===== src/rtl/cosim_pkg.sv =====
// Shared types for the co-simulation commit checker: retire record, FSM states, error codes.
package cosim_pkg;

  localparam int unsigned XLEN = 64;
  localparam int unsigned ILEN = 32;

  typedef struct packed {
    logic [XLEN-1:0] pc;
    logic [ILEN-1:0] insn;
  } commit_t;

  typedef enum logic [1:0] {PRIME, WAIT, IDLE, HALT} state_e;

  typedef enum logic [1:0] {
    ERR_NONE  = 2'd0,
    ERR_PC    = 2'd1,
    ERR_INSN  = 2'd2,
    ERR_PROTO = 2'd3
  } err_e;

endpackage


===== src/rtl/cosim_fifo.sv =====
// Commit record FIFO; pointers carry one extra wrap bit to tell full from empty.
module cosim_fifo
  import cosim_pkg::*;
#(
  parameter int unsigned DEPTH = 8
) (
  input  logic                   clk,
  input  logic                   rst_n,
  input  logic                   push,
  input  logic                   pop,
  input  commit_t                din,
  output logic                   full,
  output logic                   empty,
  output logic [$clog2(DEPTH):0] level,
  output commit_t                head
);

  localparam int unsigned AW = $clog2(DEPTH);

  logic [AW:0] wr_ptr_q, wr_ptr_d;
  logic [AW:0] rd_ptr_q, rd_ptr_d;
  commit_t     mem_q [DEPTH];

  always_comb begin
    wr_ptr_d = wr_ptr_q + (AW+1)'(push);
    rd_ptr_d = rd_ptr_q + (AW+1)'(pop);
    level    = wr_ptr_q - rd_ptr_q;
    empty    = (wr_ptr_q == rd_ptr_q);
    full     = (wr_ptr_q[AW] != rd_ptr_q[AW]) &&
               (wr_ptr_q[AW-1:0] == rd_ptr_q[AW-1:0]);
    head     = mem_q[rd_ptr_q[AW-1:0]];
  end

  always_ff @(posedge clk or negedge rst_n) begin
    if (!rst_n) begin
      wr_ptr_q <= '0;
      rd_ptr_q <= '0;
    end else begin
      wr_ptr_q <= wr_ptr_d;
      rd_ptr_q <= rd_ptr_d;
    end
  end

  // Storage needs no reset: pointers alone define which entries are live.
  always_ff @(posedge clk) begin
    if (push) mem_q[wr_ptr_q[AW-1:0]] <= din;
  end

endmodule


===== config.mk =====
export PLATFORM = sky130hd
export DESIGN_NAME = cosim_fifo
export DESIGN_NICKNAME = d
export VERILOG_FILES = /design/src/rtl/cosim_pkg.sv /design/src/rtl/cosim_fifo.sv
export SDC_FILE = /design/constraint.sdc
export NUM_CORES = 1
export LEC_CHECK = 0
export BUFFER_PORTS_ARGS = -buffer_cell sky130_fd_sc_hd__buf_2
export CAP_MARGIN = 20
export CORE_MARGIN = 5
export CORE_UTILIZATION = 31
export CTS_BUF_LIST = sky130_fd_sc_hd__clkbuf_8 sky130_fd_sc_hd__clkbuf_16
export CTS_CLUSTER_SIZE = 14
export DETAILED_ROUTE_END_ITERATION = 10
export SYNTH_ARGS = -nofsm -noshare
export SYNTH_HDL_FRONTEND = slang
export SYNTH_SLANG_ARGS = --single-unit

===== constraint.sdc =====
create_clock -name clk -period 11.23 [get_ports clk]
set_input_delay 2.8075 -clock clk [delete_from_list [all_inputs] [get_ports clk]]
set_output_delay 2.8075 -clock clk [all_outputs]
set_load 0.05 [all_outputs]

# == After elaboration in Yosys (flattened, before gate mapping) ==
# Memories as Yosys holds them, arrays and structs flattened.
# Cells that the tools add are included.
# totals
out_inout_bits,102
register_bits,8
ram_bits,768
memories,1
input_bits,100
elab_cells,12
# classes
addsub,3
n_eq_ne,3
n_reduce_logical,1
mux,2
# memory_table
memory,words,word_bits,read_ports,rd_ports_with_merged_regs,write_ports,line_no,source
mem_q,8,96,1,0,1,cosim_fifo.sv:22,commit_t mem_q [DEPTH];
# ops
operator,n
adder 4 x 1 -> 4 bit,2
== test 4 bit,1
subtractor 4 bit,1
== test 3 bit,1
two-way mux 1 bit,2
logical AND 1 bit,1
!= test 1 bit,1

# == Depth between registers and ports, before layout ==
# Gate-level depths: netlist (run 1).
# logic_depth
word_depth,2
mapped_depth,8
ltp_nobuf,5

# == Worst setup path after synthesis (run 1) ==
# Ideal clock, no wire load.
# synth_timing
path_type,input port to flip-flop
from,input port push
to,"memory mem_q[1][0] (netlist bit), enable pin"
n_path_buf,0
setup_time_ns,0.668
setup_slack_ns,1.171
t_required_ns,10.562
stages,2
t_arrival_ns,9.391
path_cell_list,nand2_1 -> nor3_1
# synth_via
elab_chain_cells,2
# synth_rtl
item,line_no,source
from (decl),cosim_fifo.sv:9,"input logic push,"
two-way mux 1 bit,cosim_fifo.sv:46,if (push) mem_q[wr_ptr_q[AW-1:0]] <= din;
two-way mux 1 bit (not written as such),cosim_fifo.sv:46,
to (decl),cosim_fifo.sv:22,
# No other way between the ends.

==> qor.txt, run 1 <==
die width: 319 um
Rows: 113
clock-pin slew on the worst setup and hold paths: 0.06 ns
Post-CTS Hold Fix Bufs: 0
clk root buf: clkbuf_16
Top-Level Pins: 202
Worst setup SP type: register
Final period util: 57.2%
Pwr per Cell Area: 294 mW/mm2
global-route wire length before repair: 98.2 mm
via count: 13773
GRT overflow: 0
Avg Cell Area, Syn: 21.6 um2
Clock Latency Late Sink: 0.65 ns
leakage: 11.6 nW
Worst Tran Pin Value: 1.04 ns
die area: 0.101 mm2
setup bufs post-CTS: 0
mapped cell area: 0.0295 mm2
port bufs: 201
Max Cap Viol: 0
Yosys warnings: 0
Initial Util: 31.2%
min-delay worst type: reg -> reg
Final setup violation count: 0
Setup Crit Path Kind: reg -> out
vias per cell: 4.68
antenna viol nets, final: 0
HPWL Detailed: 32.8 mm
count of cell types in the netlist: 24
RSZ-0062 raised after global routing: false
Critical Path AT: 3.62 ns
Max clock buf depth: 3
most common cell after layout, fill and taps aside: edfxtp_1
Filler Cells Inserted: 8769
core area: 0.0947 mm2
status: finished, final reports clean
Overall Global Routing Usage: 12.8%
1st-iter DRT viols: 1004
Slew Limit Fails: 0
Worst Path Required: 8.42 ns
router iterations before antenna repair: 5
Final Wtd Congestion: 0.669
WL/cell: 22.1 um
number of CTS-inserted buffers: 86
Crit. End Element: output pin
Synth Instances: 1364
clock sinks: 776
H-tree depth: 3
die height: 319 um
initial antenna violation count: 12
Max FO, Critical Path: 57
crit path time final: 6.43 ns
Slew headroom: 30.9%
P&R area growth vs syn: 17.2%
proportion of layout cells with a drive suffix above 1: 32.6%
largest net degree at the start of global routing: 106
vias in the first global route: 14946
Fin. Hold Viols: 0
clk_skew: 0.0281 ns
Gates resized, CTS repair: 0
Worst VDD drop: 229 uV
fmax: 156 MHz
commonest cells after routing, fill and taps aside: edfxtp_1, nand2_1, buf_2
DR DRC count: 0
Seq/Total Area, Yosys: 78.8%
fin util: 36.5%
Synth Net Count: 1472
TritonCTS clock tree: built
number of synthesized register bits: 776
nets: 1715
final wirelength: 65.1 mm
setup TNS: 0 ns
[critical path, stage by stage, from the launching register on]
cell,delay (ns)
dfrtp_4,0.74
inv_4,0.59
buf_4,0.75
nand2_1,0.14
nand2_1,0.20
buf_2,0.30
[stage by stage]
stage / instance area [um2] / hold slack, ns / instances / worst slack [ns] / total power, mW
CTS: 34600 / 0.493 / 2935 / 4.61 / 10.4
floorplan: 29500 / 0.464 / 1364 / 1.17 / 6.75
global route: 34600 / 0.503 / 2936 / 4.46 / 10.7
global placement: 31800 / 0.479 / 2783 / 5.27 / 7.60
detailed placement: 31800 / 0.483 / 2783 / 5.33 / 7.65
finish: 34600 / 0.493 / 2940 / 4.80 / 10.2
[path summary, 6_finish.rpt]
kind                             start            to  slack (ns)  cells after the start
setup / recovery           rd_ptr_q[1]      head[79]        4.80                      5
hold / removal             rd_ptr_q[3]   rd_ptr_q[3]        0.49                      1
setup reg to reg           wr_ptr_q[1]  mem_q[5][87]        8.64                      4
hold reg to reg            rd_ptr_q[3]   rd_ptr_q[3]        0.49                      1
max in group asynchronous        rst_n   rd_ptr_q[1]        9.02                      1
min in group asynchronous        rst_n   wr_ptr_q[3]        2.01                      1
[where the power goes]
group | leakage, nW | total, mW | switching (mW) | internal [mW]
clock | 1.39 | 2.69 | 1.12 | 1.57
combinational | 3.16 | 3.64 | 2.51 | 1.13
sequential | 7.07 | 3.85 | 0.210 | 3.64
total | 11.6 | 10.2 | 3.84 | 6.34
[final cells by class]
cell class	instances	area [um2]	share of cell area (%)
multi-input combinational	516	5720	16.6
clock buffer	87	2180	6.30
antenna	4	10.0	0.0289
timing repair buffer	221	1240	3.60
clock inverter	65	544	1.57
inverter	6	25.0	0.0724
sequential	776	23300	67.3
tap	1265	1580	4.58
[logic make-up (layout without fill, tap and decap cells)]
kind of cell	after synthesis	count (layout)	share of synthesized area (%)
compound gates	1	1	0.0169
xor+xnor	7	7	0.208
fa+ha+maj	8	8	0.365
buf+inv	72	379	1.97
flops	776	776	78.8
mux	192	192	14.7
other cells	0	4	0
simple gates	308	308	3.97
[state kept, by name, indices dropped and copies added (netlist names)]
register and count:
rd_ptr_q 4, mem_q 768, wr_ptr_q 4
[metal layers]
| layer | share of wire, % | global-route usage [%] | wire length, um |
|---|---|---|---|
| met1 | 45 | 17.6 | 29400 |
| met2 | 49 | 20.9 | 31600 |
| met3 | 4.5 | 2.84 | 2900 |
| met4 | 1.7 | 3.10 | 1080 |
| met5 | 0.063 | 0 | 41 |
[Yosys cell counts, drive strengths merged]
cell	count	area share, %
nand3	3	0.051
clkbuf	18	0.23
dfrtp	8	0.68
xor2	3	0.089
nand3b	1	0.025
ha	7	0.30
nand2	293	3.7
a21oi	1	0.017
buf	48	1.7
nor3	2	0.034
xnor2	4	0.12
fa	1	0.068
nand2b	1	0.021
mux4	192	15
nor2	7	0.089
edfxtp	768	78
inv	6	0.076
nor2b	1	0.021
Note: power is estimated with default switching activity, not from simulation.
==> inputs of run 2 (changes only) <==
- clock period: 11.23 -> 5.3 ns (I/O delays scaled with it)
==> qor.txt, run 2 (synthesis gave the netlist of run 1 again) <==
P&R area growth vs syn: 18.1%
GR met1 Demand/Resource: 15.7%
fmax: 232 MHz
GRT met3 Usage: 3.43%
commonest cells after routing, fill and taps aside: edfxtp_1, nand2_1, buf_2
Worst setup SP type: register
proportion of layout cells with a drive suffix above 1: 33.3%
Final setup violation count: 0
Critical Path AT: 2.98 ns
min setup slack post-route: 0.991 ns
antenna viol nets, final: 0
Max FO, Critical Path: 32
Initial Util: 31.2%
GRT Max-Usage Layer: met2
die area: 0.101 mm2
Clock Latency Late Sink: 0.64 ns
grt met2 use: 21.9%
clk root buf: clkbuf_16
Post-CTS Hold Fix Bufs: 0
Pwr per Cell Area: 621 mW/mm2
die height: 319 um
nets: 1732
DP Worst Slack: 1.55 ns
Final Wtd Congestion: 0.671
Slew headroom: 44.3%
clk_skew: 0.0266 ns
Top-Level Pins: 202
largest net degree at the start of global routing: 85
status: finished, final reports clean
WL/cell: 21.6 um
Rows: 113
HPWL Detailed: 35.6 mm
total power: 21.7 mW
Final period util: 81.3%
max reg flops: 768
Worst VDD drop: 690 uV
core area: 0.0947 mm2
vias per cell: 4.63
number of CTS-inserted buffers: 85
Gates resized, CTS repair: 0
global-route wire length before repair: 96.1 mm
Worst Tran Pin Value: 0.835 ns
crit path time final: 4.31 ns
vias in the first global route: 14763
Max Cap Viol: 0
Worst Path Required: 3.97 ns
Crit. End Element: output pin
RSZ-0062 raised after global routing: false
1st-iter DRT viols: 1151
clock sinks: 776
WHS: 0.494 ns
Overall Global Routing Usage: 12.5%
DR DRC count: 0
port bufs: 201
Max clock buf depth: 3
fin util: 36.8%
setup bufs post-CTS: 0
TritonCTS clock tree: built
Fin. Hold Viols: 0
Setup Crit Path Kind: reg -> out
final wirelength: 64.0 mm
router iterations before antenna repair: 5
clock-pin slew on the worst setup and hold paths: 0.06 ns
GRT overflow: 0
initial antenna violation count: 14
via count: 13707
Slew Limit Fails: 0
H-tree depth: 3
die width: 319 um
leakage: 11.8 nW
most common cell after layout, fill and taps aside: edfxtp_1
flop2flop setup slack: 2.99 ns
min-delay worst type: reg -> reg
run 2: cell count changes in the layout (fill, tap and decap cells not counted), moves of 2 or more:
cell | before | now
buf_12 | 7 | 18
buf_4 | 13 | 20
inv_1 | 18 | 24
clkinvlp_4 | 2 | 5
clkinv_1 | 19 | 17
clkinv_2 | 13 | 11
inv_16 | 2 | 0
inv_8 | 0 | 2
nor3_2 | 2 | 0
nor3_4 | 0 | 2
run 2: critical path, cell delays in order, from the launching register on:
cell and delay [ns]:
dfrtp_4 0.87, buf_12 0.28, buf_12 0.25, mux4_2 0.54, nand2_1 0.08, nand2_1 0.08, buf_2 0.22
run 2: cell type report:
type | instances | area [um2]
clock inverter | 70 | 568
multi-input combinational | 516 | 5740
clock buffer | 86 | 2150
inverter | 6 | 25.0
sequential | 776 | 23300
timing repair buffer | 239 | 1520
antenna | 5 | 12.5
fill | 8726 | 59900
tap | 1265 | 1580
run 2: power by group:
group	internal, mW	switching [mW]	total, mW
clock network	3.35	2.35	5.69
logic	2.52	5.46	7.98
registers	7.70	0.292	7.99
run 2: per-layer routing:
| layer | up-vias | routed length [um] |
|---|---|---|
| met1 | 7239 | 26000 |
| met2 | 334 | 33300 |
| li1 | 6037 | - |
| met3 | 85 | 3760 |
| met5 | - | 83 |
| met4 | 12 | 913 |
run 2: worst paths after layout:
check / startpoint / endpoint / depth (start not counted)
worst max-delay path: rd_ptr_q[0] / head[41] / 6
worst min-delay path: wr_ptr_q[3] / wr_ptr_q[3] / 1
worst max register to register: wr_ptr_q[1] / mem_q[6][44] / 3
worst min register to register: wr_ptr_q[3] / wr_ptr_q[3] / 1
max in group asynchronous: rst_n / rd_ptr_q[2] / 1
min in group asynchronous: rst_n / wr_ptr_q[1] / 1
run 2: stage by stage:
| stage | setup TNS [ns] | instance area (um2) | std cells |
|---|---|---|---|
| floorplan | -459.89 | 29500 | 1364 |
| global placement | 0 | 32100 | 2802 |
| detailed placement | 0 | 32100 | 2802 |
| CTS | 0 | 34900 | 2958 |
| global route | 0 | 34900 | 2958 |
| finish | 0 | 34900 | 2963 |
